==> src/rtl/mem_load_store_unit.sv <==
`timescale 1ns/1ps
// MEM-stage load/store sequencer: byte or byte-pair accesses over a req/ack
// data-memory port, stalling the pipeline until the access completes.
// Ports: clock/reset_n; op_* + st_data_* from EX/MEM; mem_* memory port;
// ld_res_top/ld_res_bot/ld_valid to MEM/WB; stall to IF..EX/MEM; bus_fault.
// Option: define LSU_ACK_TIMEOUT_EN to abort accesses whose ack never comes
// (limit TIMEOUT_CYCLES); otherwise the unit waits forever, bus_fault = 0.
module mem_load_store_unit #(
  parameter int ADDR_WIDTH     = 16,
  parameter int TIMEOUT_CYCLES = 255
) (
  input  logic                  clock,
  input  logic                  reset_n,
  input  logic                  op_valid,
  input  logic                  op_write,
  input  logic                  op_pair,
  input  logic [ADDR_WIDTH-1:0] op_addr,
  input  logic [7:0]            st_data_top,
  input  logic [7:0]            st_data_bot,
  output logic                  mem_req,
  output logic                  mem_we,
  output logic [ADDR_WIDTH-1:0] mem_addr,
  output logic [7:0]            mem_wdata,
  input  logic                  mem_ack,
  input  logic [7:0]            mem_rdata,
  output logic [7:0]            ld_res_top,
  output logic [7:0]            ld_res_bot,
  output logic                  ld_valid,
  output logic                  stall,
  output logic                  bus_fault
);

  typedef enum logic [1:0] {IDLE, BYTE0, BYTE1, DONE} state_e;

  state_e                state_q, state_d;
  logic                  wr_q, wr_d;
  logic                  pair_q, pair_d;
  logic [ADDR_WIDTH-1:0] addr_q, addr_d;
  logic [7:0]            top_q, top_d;
  logic                  req_q, req_d;
  logic                  we_q, we_d;
  logic [ADDR_WIDTH-1:0] maddr_q, maddr_d;
  logic [7:0]            wdata_q, wdata_d;
  logic [7:0]            res_top_q, res_top_d;
  logic [7:0]            res_bot_q, res_bot_d;

`ifdef LSU_ACK_TIMEOUT_EN
  localparam logic [7:0] TO_LIM = 8'(TIMEOUT_CYCLES);
  logic [7:0] cnt_q, cnt_d;
  logic       fault_q, fault_d;
  logic       expired;
  // Abort on the edge that completes the TO_LIM-th unacked wait cycle.
  assign expired = (8'(cnt_q + 8'd1) == TO_LIM);
`else
  logic unused_to;
  assign unused_to = ^TIMEOUT_CYCLES;
`endif

  always_comb begin
    state_d   = state_q;
    wr_d      = wr_q;
    pair_d    = pair_q;
    addr_d    = addr_q;
    top_d     = top_q;
    req_d     = req_q;
    we_d      = we_q;
    maddr_d   = maddr_q;
    wdata_d   = wdata_q;
    res_top_d = res_top_q;
    res_bot_d = res_bot_q;
`ifdef LSU_ACK_TIMEOUT_EN
    cnt_d     = cnt_q;
    fault_d   = 1'b0;
`endif
    unique case (state_q)
      IDLE: begin
        if (op_valid) begin
          wr_d    = op_write;
          pair_d  = op_pair;
          addr_d  = op_addr;
          top_d   = st_data_top;
          req_d   = 1'b1;
          we_d    = op_write;
          maddr_d = op_addr;
          wdata_d = st_data_bot;
          state_d = BYTE0;
`ifdef LSU_ACK_TIMEOUT_EN
          cnt_d   = 8'd0;
`endif
        end
      end
      BYTE0: begin
        if (mem_ack) begin
          if (!wr_q) res_bot_d = mem_rdata;
          if (pair_q) begin
            state_d = BYTE1;
            maddr_d = addr_q + ADDR_WIDTH'(1);
            wdata_d = top_q;
`ifdef LSU_ACK_TIMEOUT_EN
            cnt_d   = 8'd0;
`endif
          end else begin
            state_d = DONE;
            req_d   = 1'b0;
            we_d    = 1'b0;
          end
        end
`ifdef LSU_ACK_TIMEOUT_EN
        else if (expired) begin
          state_d = DONE;
          req_d   = 1'b0;
          we_d    = 1'b0;
          fault_d = 1'b1;
          if (!wr_q) begin
            res_bot_d = 8'hFF;
            if (pair_q) res_top_d = 8'hFF;
          end
        end else begin
          cnt_d = cnt_q + 8'd1;
        end
`endif
      end
      BYTE1: begin
        if (mem_ack) begin
          if (!wr_q) res_top_d = mem_rdata;
          state_d = DONE;
          req_d   = 1'b0;
          we_d    = 1'b0;
        end
`ifdef LSU_ACK_TIMEOUT_EN
        else if (expired) begin
          state_d = DONE;
          req_d   = 1'b0;
          we_d    = 1'b0;
          fault_d = 1'b1;
          if (!wr_q) res_top_d = 8'hFF;
        end else begin
          cnt_d = cnt_q + 8'd1;
        end
`endif
      end
      DONE: state_d = IDLE;
      default: state_d = IDLE;
    endcase
  end

  always_ff @(posedge clock or negedge reset_n) begin
    if (!reset_n) begin
      state_q   <= IDLE;
      wr_q      <= 1'b0;
      pair_q    <= 1'b0;
      addr_q    <= '0;
      top_q     <= 8'h00;
      req_q     <= 1'b0;
      we_q      <= 1'b0;
      maddr_q   <= '0;
      wdata_q   <= 8'h00;
      res_top_q <= 8'h00;
      res_bot_q <= 8'h00;
    end else begin
      state_q   <= state_d;
      wr_q      <= wr_d;
      pair_q    <= pair_d;
      addr_q    <= addr_d;
      top_q     <= top_d;
      req_q     <= req_d;
      we_q      <= we_d;
      maddr_q   <= maddr_d;
      wdata_q   <= wdata_d;
      res_top_q <= res_top_d;
      res_bot_q <= res_bot_d;
    end
  end

`ifdef LSU_ACK_TIMEOUT_EN
  always_ff @(posedge clock or negedge reset_n) begin
    if (!reset_n) begin
      cnt_q   <= 8'd0;
      fault_q <= 1'b0;
    end else begin
      cnt_q   <= cnt_d;
      fault_q <= fault_d;
    end
  end
  assign bus_fault = fault_q;
`else
  assign bus_fault = 1'b0;
`endif

  assign mem_req    = req_q;
  assign mem_we     = we_q;
  assign mem_addr   = maddr_q;
  assign mem_wdata  = wdata_q;
  assign ld_res_top = res_top_q;
  assign ld_res_bot = res_bot_q;
  assign ld_valid   = (state_q == DONE) && !wr_q;
  assign stall      = op_valid && (state_q != DONE);

endmodule

==> config.mk <==
export PLATFORM = sky130hd
export DESIGN_NAME = mem_load_store_unit
export DESIGN_NICKNAME = d
export VERILOG_FILES = /design/src/rtl/mem_load_store_unit.sv
export SDC_FILE = /design/constraint.sdc
export NUM_CORES = 1
export LEC_CHECK = 0
export BUFFER_PORTS_ARGS = -buffer_cell sky130_fd_sc_hd__buf_4
export CAP_MARGIN = 25
export CORE_MARGIN = 2
export CORE_UTILIZATION = 30
export CTS_CLUSTER_SIZE = 8
export DETAILED_ROUTE_END_ITERATION = 6
export PLACE_DENSITY = 0.48
export SETUP_SLACK_MARGIN = 0.4
export SYNTH_ARGS = -nofsm -noshare
export SYNTH_HDL_FRONTEND = slang
export SYNTH_SLANG_ARGS = --single-unit
==> constraint.sdc <==
create_clock -name clock -period 6.5 [get_ports clock]
set_clock_uncertainty 0.2 [all_clocks]
set_input_delay 1.3 -clock clock [delete_from_list [all_inputs] [get_ports clock]]
set_output_delay 1.3 -clock clock [all_outputs]
set_load 0.005 [all_outputs]
# After elaboration in Yosys (flattened, before gate mapping)
# Cells that the tools add are included.
# totals
mem_count,0
ram_bits,0
mem_bits_ro,0
latchBits,0
out_inout_bits,45
inputBits,46
ff_bits,70
# op_classes
div,0
eq_ne,9
bitwise,1
reduce_logical,12
n_shift,0
n_addsub,1
muxes,20
n_mul,0
n_lt_le_gt_ge,0
# op_table
op,n
$mux 16,3
$pmux 16 s2,1
$mux 8,3
$add 16x1->16 const B,1
$pmux 8 s2,1
$ne 2x2->1 const B,6
$reduce_and 3->1,3
$pmux 2 s4,1
$mux 1,6
$mux 2,3
$pmux 1 s3,2
$reduce_and 5->1,1
$eq 2x2->1 const B,2
$reduce_and 4->1,1
$reduce_bool 3->1,1
$eq 2x1->1 const B,1
$logic_and 1x1->1,2
$logic_not 2->1,1
$reduce_and 2->1,1
$reduce_bool 2->1,1
$logic_not 1->1,1
$not 1->1,1

# Longest topological paths before layout
# depth
word_depth,4
ltp_mapped,8

# Worst setup path before layout
# No wires, ideal clock.
# synth_timing
path_type,input -> output
startpoint,in op_valid
endpoint,out stall
path_slack_ps,3569
required_ps,5000
arrival_time_ps,1431
n_path_buf,0
cell_stages,1
path_cell_list,nor2b_1
# synth_via
elab_chain_cells,1
# synth_lines
element,line,source
"start, declared",14,"input logic op_valid,"
$logic_and 1x1->1,197,assign stall = op_valid && (state_q != DONE);
"end, declared",29,"output logic stall,"
# Every way passes these cells.

# Worst setup path after layout
# Same ends and word-level chain as after synthesis.

==> metrics.txt <==
crit end category=primary output; synth warn=0; core area=10750 µm²; initial antenna violation count=0; largest net degree at the start of global routing=71; fraction of registers with async set/reset=100.0%; max-slew violation count=0; Max VDD drop=0.0001618 V; vias=2439; RD Place Congestion=0.7222; total CTS buffers=9; status=complete, no violations; Leakage=1.951 nW; Avg Cell Area, Syn=11.50 µm²; full die area=11740 µm²; Total Wirelength=7.634 mm; clk buf depth=2; Primary FF master, synth=dfrtp_1; first-pass GRT wire length=12.72 mm; CP max FO=6; placed insts=504; area grow syn2layout=31.87%; register area share after synthesis=53.62%; Overflow after GRT=0; dpl hpwl=5.398 mm; Die Y=108.4 µm; CTS Root Cell=clkbuf_8; Setup CP Type=primary input to primary output; Final ANT Viol Nets=0; Max Clk Rate=0.3130 GHz; FP Rows=38; Worst-Skew Late Latency=350 ps; vias in the first global route=2589; postcts setup bufs=0; routed len/inst=14.68 µm; setup TNS=0 ps; final hold vios=0; CTS hold repair buffers=0; area of the multi-input gates=1434 µm²; Max H-tree Level=3; arrival time worst endpoint=1690 ps; critical path required time=5000 ps; Final period util=49.15%; post-synthesis instance total=284; dpl ws=3306 ps; Seq cells post-synth=70; Fillers=1079; maxcap violations=0; top-count cell post-synth=dfrtp_1; EDFF count, synth=0; CTS resizes=0; dominant cell type by area after synthesis=dfrtp_1; synth top area cells=dfrtp_1 (54%), mux2_2 (10%), mux2_1 (4.5%); io pins=91; worst setup margin=3305 ps; syn_nets=336; DRC viols=0; slew margin rel.=40.14%; Final Critical Period=3195 ps; clk slew on worst S/H paths=90 ps; Hold WC Path Type=register to register; RSZ-0062 raised after global routing=false; FF/Latch Area=1752 µm²; most frequent cells after synthesis=dfrtp_1 (70), nand2_1 (34), mux2_2 (29), o21ai_1 (17); Nets=427; TritonCTS Sinks=70; Post-Syn Area=3267 µm²; DR iter-0 viols=89; final setup vio count=0; Pre-antenna DRT Iters=4; CTS tree=done; minimum hold slack=288.7 ps; Synth cell types=38; Die Width=108.4 µm; PD cells=484.4 nW/µm²; Total Routing Usage GR=13.94%; top cell type's share of synthesized area=53.62%; startpoint types=primary input; PortBufs=89; layout cells sized above 1=36.84%; non-filler cells, final=520; via density per instance=4.690; slew of the pin with the lowest slew margin=897.9 ps; Initial Utilization=30.40%; antenna cell count=0
[flip-flops by register name, summed over array words and instances, names as in the netlist]
signal and cells:
mem_req 1, ld_res_bot 8, mem_wdata 8, mem_addr 16, wr_q 1, top_q 8, pair_q 1, state_q 2
addr_q 16, mem_we 1, ld_res_top 8
[per-layer routing]
layer / part of all wire, % / global-route usage [%] / up-vias
met3: 6.2 / 4.280 / 9
met5: 0 / 0 / -
met1: 46 / 18.03 / 1166
met4: 1.2 / 4.396 / 0
met2: 47 / 22.37 / 58
li1: - / - / 1206
[stage by stage]
| stage | total power [mW] | util (%) | instance area [µm²] |
|---|---|---|---|
| floorplan | 1.333 | - | 3267 |
| global placement | 1.697 | 37.98 | 4081 |
| detailed placement | 1.715 | 37.98 | 4081 |
| CTS | 2.126 | 40.09 | 4308 |
| global route | 2.268 | 40.09 | 4308 |
| finish | 2.087 | 40.09 | 4308 |
[cells in the final DEF, fill, tap and decap left out, types with 5 or more instances in the layout]
| master | synthesis | layout |
|---|---|---|
| o211ai_1 | 5 | 5 |
| nor2_1 | 5 | 5 |
| mux2_2 | 29 | 29 |
| inv_1 | 7 | 7 |
| mux2i_1 | 14 | 14 |
| nor4_1 | 7 | 7 |
| dfrtp_1 | 70 | 70 |
| o21ai_1 | 17 | 17 |
| a21oi_1 | 6 | 6 |
| nand3_1 | 14 | 14 |
| buf_4 | 1 | 92 |
| xnor2_1 | 5 | 5 |
| nor2b_1 | 5 | 5 |
| mux2_1 | 13 | 13 |
| ha_1 | 6 | 6 |
| nand2_1 | 34 | 34 |
| clkbuf_8 | 0 | 9 |
[worst paths after layout]
check / from / to / slack [ps] / depth (start not counted)
max: op_valid / stall / 3310 / 3
min: mem_addr[2]$_DFFE_PN0P_ / mem_addr[2]$_DFFE_PN0P_ / 290 / 2
max reg2reg: state_q[1]$_DFFE_PN0P_ / mem_addr[12]$_DFFE_PN0P_ / 3600 / 8
min reg2reg: mem_addr[2]$_DFFE_PN0P_ / mem_addr[2]$_DFFE_PN0P_ / 290 / 2
max in group asynchronous: reset_n / ld_res_top[2]$_DFFE_PN0P_ / 4640 / 1
min in group asynchronous: reset_n / mem_wdata[3]$_DFFE_PN0P_ / 870 / 1
[logic make-up after synthesis]
kind of cell,count (synthesis),synth area share (%)
xor+xnor,8,2.145
fa+ha+maj,6,2.298
flops,70,53.62
mux,56,18.77
other cells,1,0.1148
simple gates,84,13.14
buf+inv,20,2.490
compound gates,39,7.431
[critical path: stages]
cell,delay (ps)
buf_4,130
nor2b_1,130
buf_4,130
[where the power goes]
group          total (mW)  switching (mW)  leakage, nW  internal [mW]
logic               0.865           0.401        0.993          0.464
clock network       0.405           0.184        0.111          0.221
registers           0.817           0.160        0.847          0.656
[cell type report]
| class | count | area share [%] |
|---|---|---|
| tap | 140 | 4.066 |
| multi-input combinational | 194 | 33.29 |
| clock buffer | 9 | 2.875 |
| inverter | 8 | 0.6971 |
| timing repair buffer | 92 | 16.03 |
| clock inverter | 7 | 2.382 |
| sequential | 70 | 40.66 |
Power figures use the tool's default switching activity.
